<file path="src/rtl/xregf_ctrl.sv">
// Sequencer/arbiter owning the xregf control pins: zero-fills the file after
// reset or clr, then serves requesters A and B round-robin with a req/ack handshake.
module xregf_ctrl #(
    parameter int ADDR_W = 4,
    parameter int DATA_W = 32
) (
    input  logic              clk,
    input  logic              rst,
    input  logic              clr,
    output logic              ready,
    input  logic              a_sel,
    input  logic              a_we,
    input  logic [ADDR_W-1:0] a_addr,
    input  logic [DATA_W-1:0] a_wdata,
    output logic              a_ack,
    output logic [DATA_W-1:0] a_rdata,
    input  logic              b_sel,
    input  logic              b_we,
    input  logic [ADDR_W-1:0] b_addr,
    input  logic [DATA_W-1:0] b_wdata,
    output logic              b_ack,
    output logic [DATA_W-1:0] b_rdata,
    output logic              rf_sel,
    output logic              rf_we,
    output logic [ADDR_W-1:0] rf_addr,
    output logic [DATA_W-1:0] rf_wdata,
    input  logic [DATA_W-1:0] rf_rdata
);
    typedef enum logic [1:0] {CLEAR, IDLE, ACK} state_t;

    localparam logic [ADDR_W-1:0] LAST = '1;

    state_t            state, state_nxt;
    logic [ADDR_W-1:0] cnt;
    logic              last_a;   // most recent grant went to A
    logic              grant_a, grant_b;

    always_comb begin
        state_nxt = state;
        grant_a   = 1'b0;
        grant_b   = 1'b0;
        rf_sel    = 1'b0;
        rf_we     = 1'b0;
        rf_addr   = '0;
        rf_wdata  = '0;
        case (state)
            CLEAR: begin
                rf_sel  = 1'b1;
                rf_we   = 1'b1;
                rf_addr = cnt;
                if (!clr && cnt == LAST) state_nxt = IDLE;
            end
            IDLE: begin
                if (clr) begin
                    state_nxt = CLEAR;
                end else begin
                    // On conflict, the requester not granted last wins
                    grant_a = a_sel && (!b_sel || !last_a);
                    grant_b = b_sel && !grant_a;
                    if (grant_a) begin
                        rf_sel   = 1'b1;
                        rf_we    = a_we;
                        rf_addr  = a_addr;
                        rf_wdata = a_wdata;
                    end else if (grant_b) begin
                        rf_sel   = 1'b1;
                        rf_we    = b_we;
                        rf_addr  = b_addr;
                        rf_wdata = b_wdata;
                    end
                    if (grant_a || grant_b) state_nxt = ACK;
                end
            end
            ACK:     state_nxt = clr ? CLEAR : IDLE;
            default: state_nxt = CLEAR;
        endcase
    end

    always_ff @(posedge clk) begin
        if (rst) begin
            state   <= CLEAR;
            cnt     <= '0;
            ready   <= 1'b0;
            a_ack   <= 1'b0;
            b_ack   <= 1'b0;
            a_rdata <= '0;
            b_rdata <= '0;
            last_a  <= 1'b0;
        end else begin
            state <= state_nxt;
            // Counter idles at zero so any entry into CLEAR starts at address 0
            cnt   <= (state == CLEAR && !clr) ? cnt + 1'b1 : '0;
            ready <= (state_nxt != CLEAR);
            a_ack <= grant_a;
            b_ack <= grant_b;
            if (grant_a && !a_we) a_rdata <= rf_rdata;
            if (grant_b && !b_we) b_rdata <= rf_rdata;
            if (grant_a)      last_a <= 1'b1;
            else if (grant_b) last_a <= 1'b0;
        end
    end
endmodule

</file>
<file path="config.mk">
export PLATFORM = sky130hd
export DESIGN_NAME = xregf_ctrl
export DESIGN_NICKNAME = d
export VERILOG_FILES = /design/src/rtl/xregf_ctrl.sv
export SDC_FILE = /design/constraint.sdc
export NUM_CORES = 1
export LEC_CHECK = 0
export ABC_AREA = 1
export CAP_MARGIN = 30
export CORE_ASPECT_RATIO = 0.75
export CORE_MARGIN = 4
export CORE_UTILIZATION = 35
export DETAILED_ROUTE_END_ITERATION = 10
export GPL_ROUTABILITY_DRIVEN = 0
export PLACE_DENSITY = 0.78
export SETUP_SLACK_MARGIN = 0.1
export SYNTH_ARGS = -nofsm -noshare
export SYNTH_HDL_FRONTEND = slang
export SYNTH_SLANG_ARGS = --single-unit
</file>
<file path="constraint.sdc">
create_clock -name clk -period 1.64 [get_ports clk]
set_input_delay 0.246 -clock clk [delete_from_list [all_inputs] [get_ports clk]]
set_output_delay 0.246 -clock clk [all_outputs]
set_load 0.005 [all_outputs]
</file>
# Yosys cells after proc, flatten, opt, wreduce, memory -nomap -nowiden
# Index checks and enable logic that the tools add are counted.
[word_totals]
in_bits = 111
elab_cells = 58
output_inout_bits = 105
regBits = 74
[classes]
addsub = 1
bitwise = 1
mux = 27
n_eq_ne = 3
n_reduce_logical = 18
[op_table]
columns = ["cell", "count"]
rows = [
  ["$mux 32", 4],
  ["$mux 1", 13],
  ["$mux 4", 3],
  ["$pmux 4 s2", 1],
  ["$logic_and 1x1->1", 6],
  ["$logic_not 1->1", 6],
  ["$mux 2", 3],
  ["$pmux 2 s3", 1],
  ["$add 4x1->4 const B", 1],
  ["$eq 4x4->1 const B", 1],
  ["$pmux 1 s2", 2],
  ["$reduce_bool 2->1", 2],
  ["$eq 2x1->1 const B", 1],
  ["$eq 2x2->1 const B", 1],
  ["$logic_not 2->1", 1],
  ["$logic_or 1x1->1", 2],
  ["$reduce_or 2->1", 1],
  ["$not 1->1", 1],
]

# Longest topological paths before layout
# Gate-level depths: netlist of run 1.
[logic_depth]
ltp_word = 10
mapped_depth = 8
mapped_depth_nobuf = 7

# Worst setup path after synthesis of run 1
# No wires, ideal clock.
[synth_path]
path_kind = "register -> output"
from = "register state[1]"
to = "output rf_wdata[12]"
t_required_ns = 1.394
t_arrival_ns = 1.064
path_stages_with_launch = 8
slack_ns = 0.330
cell_sequence = "dfxtp_1 > nor2_2 > nand2_1 > nor2_2 > buf_6 > buf_6 > nand2_1 > nand2_1"
[synth_via]
elab_chain_len = 2
[synth_rtl]
columns = ["element", "line_no", "text"]
rows = [
  ["start: declaration", "33", "state_t state, state_nxt;"],
  ["start signal: assignment", "90", "state <= state_nxt;"],
  ["$eq 2x1->1", "46", "case (state)"],
  ["$mux 32", "46", ""],
  ["end: declaration", "26", "output logic [DATA_W-1:0] rf_wdata,"],
]
# Every way passes these cells.

# Final worst setup path of run 1
[layout_path]
from = "register last_a"
to = "output rf_wdata[19]"
[layout_via]
elab_chain_len = 9
[layout_rtl]
columns = ["element", "line_no", "text"]
rows = [
  ["start: declaration", "35", "logic last_a;"],
  ["start signal: assignment", "88", "last_a <= 1'b0;"],
  ["start signal: assignment", "98", "if (grant_a) last_a <= 1'b1;"],
  ["start signal: assignment", "99", "else if (grant_b) last_a <= 1'b0;"],
  ["$logic_not 1->1 (*)", "58", "grant_a = a_sel && (!b_sel || !last_a);"],
  ["$logic_or 1x1->1 (*)", "58", ""],
  ["$logic_and 1x1->1 (*)", "58", ""],
  ["$logic_not 1->1", "59", "grant_b = b_sel && !grant_a;"],
  ["$logic_and 1x1->1", "59", ""],
  ["$mux 32", "65", "end else if (grant_b) begin"],
  ["$mux 32 (*)", "60", "if (grant_a) begin"],
  ["$mux 32 (*)", "54", "if (clr) begin"],
  ["$mux 32 (*)", "46", ""],
]
# Mark *: on every way between the ends. The rest lies on a longest branch, timed or not.

==> results.txt, run 1 <==
The flow ran to the end, but the final reports show violations. The checks that failed: setup timing. Among all flip-flop cells after synthesis, the most frequent one is sky130_fd_sc_hd__dfxtp_1. STA classifies the critical path startpoint as a flip-flop. The pre-CTS setup slack came out at -0.651 ns. The number of antenna violations at the first check in global routing was 0.

The number of global-route vias before repair is around 4400. The initial core utilization came out at between 30% and 40%. The worst setup path is captured at an output port. The count of synthesis-stage warnings from yosys came out at 0.

Across all setup checks in the final design, the least slack found is -0.262 ns. The number of vias after detailed routing came out at ~4700. The first-pass detailed-route iteration total came out at 4. The startpoint identified for the worst register-to-register timing path is last_a. The transition time at the pin with the least slew margin came out at 0.508 ns.

The total global routing overflow came out at 0. Summing all non-filler instances in the final layout gives an area of between 7000 and 8000 µm². The total die area is ~13000 µm².

For this design the static power due to leakage is about 3.4 nW. The net count after synthesis came out at about 740. The number of nets with antenna violations after routing is 0. The clock-pin slew of the registers on the worst-case setup and hold paths is ~0.060 ns. The count of cells in the finished layout, fillers not included, comes to 1011. The aggregate routed wire length came out at 14900 µm. The first-pass GRT wire length came out at about 22000 µm.

The critical-path cell with the highest stage delay is sky130_fd_sc_hd__dfxtp_2. Counting I/O delays and the setup requirement, the final critical path takes approximately 1.9 ns. The highest fanout seen on the critical path is 14. The maximum number of pins on one net before global-route repair is 34. Detailed placement finished with a half-perimeter wire length of a little under 10000 µm. The detail-routed via count per cell came out at around 4.6. For this run, the top clock speed supported by timing is ~530 MHz. The total power came out at about 4.6 mW. The mean routed wirelength per cell came out at between 10 and 15 µm. The area added between synthesis and finish is 89.4%.

The data arrival time of the critical path is between 1.5 and 2 ns. The post-route worst hold slack is approximately 0.47 ns. The clock net in this run drives a total of 74 sinks. The setup total negative slack is -7.24 ns. The clock latency at the later pin of the worst-skew pair came out at 0.32 ns. The vertical die dimension is 98.4 µm. The antenna cell count came out at 0.

The sequential-to-total area share from yosys stat is 38.8%. The startpoint-to-endpoint class of the critical path is flip-flop to output port. The area of the core region is approximately 10000 µm². The number of input and output port buffers inserted is ~220. The final critical-path share of the clock period came out at 116%.

Setup violations remaining at the end of the flow were counted as 38. The number of endpoints with negative hold slack in the final report came out at 0. The worst min-delay path class is flip-flop to flip-flop. For this run, the share of the core covered by cells in the final layout is 69.1%. The hold path startpoint is a_rdata[22]. The worst slew margin relative to its limit is approximately two thirds. The number of buffers added by the clock tree synthesis step is 9. The critical path starts at last_a. Setup repair after global routing could not meet its margin everywhere.

The delay contributed by the slowest stage of the critical path is 0.34 ns. The row count is 32. The count of state elements after synthesis came out at between 70 and 80. The total placed cells including tap cells came out at approximately 1000. The number of nets in the layout is between 900 and 1000. The final number of max-transition violations came to 0. The root buffer cell chosen for the clock tree is sky130_fd_sc_hd__clkbuf_16.

The overall fraction of global-route tracks in use is between 20% and 30%. The share of post-route cells with drive strength above 1 came out at 23.1%. The netlist uses 25 different library cells.

TritonCTS built the clock tree. A synthesized cell averages approximately 6.1 µm². The areal power density over the cells came out at ~640 nW/µm². The initial detailed-routing violation count is around 350. For the worst setup path, the data required time is roughly 1.4 ns.

The top-level I/O count is 216. In the routed design, unresolved DRC markers number 0. The count of hold buffers inserted by post-cts repair came out at 0. The number of H-tree levels came out at 3. The deepest clock path buffer count is 2.

The async set-reset flop share out of synthesis is 0%. The number of instances in the synthesized netlist is ~630. The signal on the critical path passes through nand2_4 > nand2_4 > buf_6 > nor2_4 > buf_6 > buf_16 > nand2_1 > nand2_2 > buf_6. The combined area of all synthesized cells came out at ~3800 µm². The tool flagged a number of max-cap violations equal to 0. By instance count, the cell type seen most on the critical path is sky130_fd_sc_hd__buf_6. The die is between 100 and 150 µm wide. The number of flops mapped to enable cells by yosys came out at 0. The post-placement cell area came out at approximately 6300 µm². VDD sags by at most roughly 0.55 mV. Clock skew on the completed layout was measured at between 0.003 and 0.004 ns.
-- worst max-delay path: cells and delay by family, from the launching register on --
kind          cells  cell delay (ns)
simple gates      5             0.48
flops             1             0.34
buf+inv           4             0.51
-- logic make-up after synthesis --
group / count (synthesis) / share of synthesized area (%)
flip-flops: 74 / 38.8
buffers and inverters: 145 / 15.8
AND/OR/NAND/NOR: 397 / 43.3
AO/OA/AOI/OAI: 10 / 1.64
adder cells (fa/ha/maj): 1 / 0.328
-- worst paths after layout --
path | endpoint | slack, ns | depth (start not counted)
worst max-delay path | rf_wdata[19] | -0.26 | 9
worst min-delay path | a_rdata[22] | 0.47 | 2
worst max register to register | a_rdata[25] | 0.06 | 10
worst min register to register | a_rdata[22] | 0.47 | 2
-- area by class of cell --
cell class,instances,area [µm²]
fillers,851,3230
repair buffers,269,2720
multi-input cells,408,2090
flip-flops and latches,74,1480
inverters,109,409
clock buffers,11,253
well taps,136,170
clock inverters,4,98.8
-- synth_stat cells, types with 2 or more instances --
cell type | number | area, µm²
sky130_fd_sc_hd__nor2_4 | 2 | 22.5
sky130_fd_sc_hd__nor3_1 | 2 | 10.0
sky130_fd_sc_hd__dfxtp_1 | 74 | 1480
sky130_fd_sc_hd__nor2_2 | 3 | 18.8
sky130_fd_sc_hd__nand2_1 | 214 | 803
sky130_fd_sc_hd__buf_4 | 7 | 52.6
sky130_fd_sc_hd__a21oi_1 | 2 | 10.0
sky130_fd_sc_hd__nand3_1 | 37 | 185
sky130_fd_sc_hd__inv_2 | 2 | 7.51
sky130_fd_sc_hd__nor2_1 | 104 | 390
sky130_fd_sc_hd__buf_2 | 15 | 75.1
sky130_fd_sc_hd__buf_6 | 2 | 22.5
sky130_fd_sc_hd__buf_1 | 9 | 33.8
sky130_fd_sc_hd__o21ai_0 | 4 | 20.0
sky130_fd_sc_hd__clkbuf_1 | 3 | 11.3
sky130_fd_sc_hd__nand4_1 | 33 | 206
sky130_fd_sc_hd__inv_1 | 106 | 398
-- layout by cell type (no fill, tap or decap), types with 2 or more instances in the layout --
| cell type | n |
|---|---|
| sky130_fd_sc_hd__buf_2 | 33 |
| sky130_fd_sc_hd__nand3_1 | 16 |
| sky130_fd_sc_hd__clkbuf_8 | 2 |
| sky130_fd_sc_hd__buf_8 | 3 |
| sky130_fd_sc_hd__clkbuf_16 | 11 |
| sky130_fd_sc_hd__bufinv_16 | 3 |
| sky130_fd_sc_hd__clkdlybuf4s50_1 | 174 |
| sky130_fd_sc_hd__nor2_4 | 6 |
| sky130_fd_sc_hd__a21oi_1 | 2 |
| sky130_fd_sc_hd__nand2_1 | 158 |
| sky130_fd_sc_hd__inv_2 | 5 |
| sky130_fd_sc_hd__buf_16 | 5 |
| sky130_fd_sc_hd__buf_4 | 22 |
| sky130_fd_sc_hd__dfxtp_2 | 2 |
| sky130_fd_sc_hd__nand2_4 | 13 |
| sky130_fd_sc_hd__inv_1 | 104 |
| sky130_fd_sc_hd__buf_12 | 10 |
| sky130_fd_sc_hd__nand3_2 | 21 |
| sky130_fd_sc_hd__dfxtp_1 | 72 |
| sky130_fd_sc_hd__nand4_1 | 33 |
| sky130_fd_sc_hd__nor2_1 | 103 |
| sky130_fd_sc_hd__o21ai_0 | 3 |
| sky130_fd_sc_hd__nand2_2 | 44 |
| sky130_fd_sc_hd__dlygate4sd2_1 | 3 |
| sky130_fd_sc_hd__buf_6 | 17 |
| sky130_fd_sc_hd__nor3_1 | 2 |
-- where the power goes --
part	switching (mW)	total, mW	internal (mW)
clock	0.750	2.31	1.56
combinational	0.215	0.515	0.299
sequential	0.00265	1.80	1.80
-- sequential cells by signal (all words and copies together) (netlist names) --
name / cells
ready: 1
last_a: 1
state: 2
b_ack: 1
cnt: 4
b_rdata: 32
a_rdata: 32
a_ack: 1
-- routing by layer --
layer	vias up	global-route usage, %	wire length (µm)
li1	2362	-	-
met1	2095	29.3	6560
met2	201	34.6	6930
met3	6	7.16	1400
met4	0	4.36	51
met5	-	0	0
-- repair_timing --
item	in CTS	in global routing
setup endpoints to repair	61	101
gates cloned	5	2
buffers inserted	17	2
resized for setup	213	81
pin swaps	15	34
endpoints found under the hold margin	0	0
Power figures use the tool's default switching activity.
==> run 2, diff against run 1 <==
--- a/config.mk
+++ b/config.mk
@@ -14,6 +14,7 @@
 export GPL_ROUTABILITY_DRIVEN = 0
 export PLACE_DENSITY = 0.78
 export SETUP_SLACK_MARGIN = 0.1
+export SLEW_MARGIN = 10
 export SYNTH_ARGS = -nofsm -noshare
 export SYNTH_HDL_FRONTEND = slang
 export SYNTH_SLANG_ARGS = --single-unit
==> results of run 2 <==
The final DEF is identical to that of run 1; final timing and power are the same.
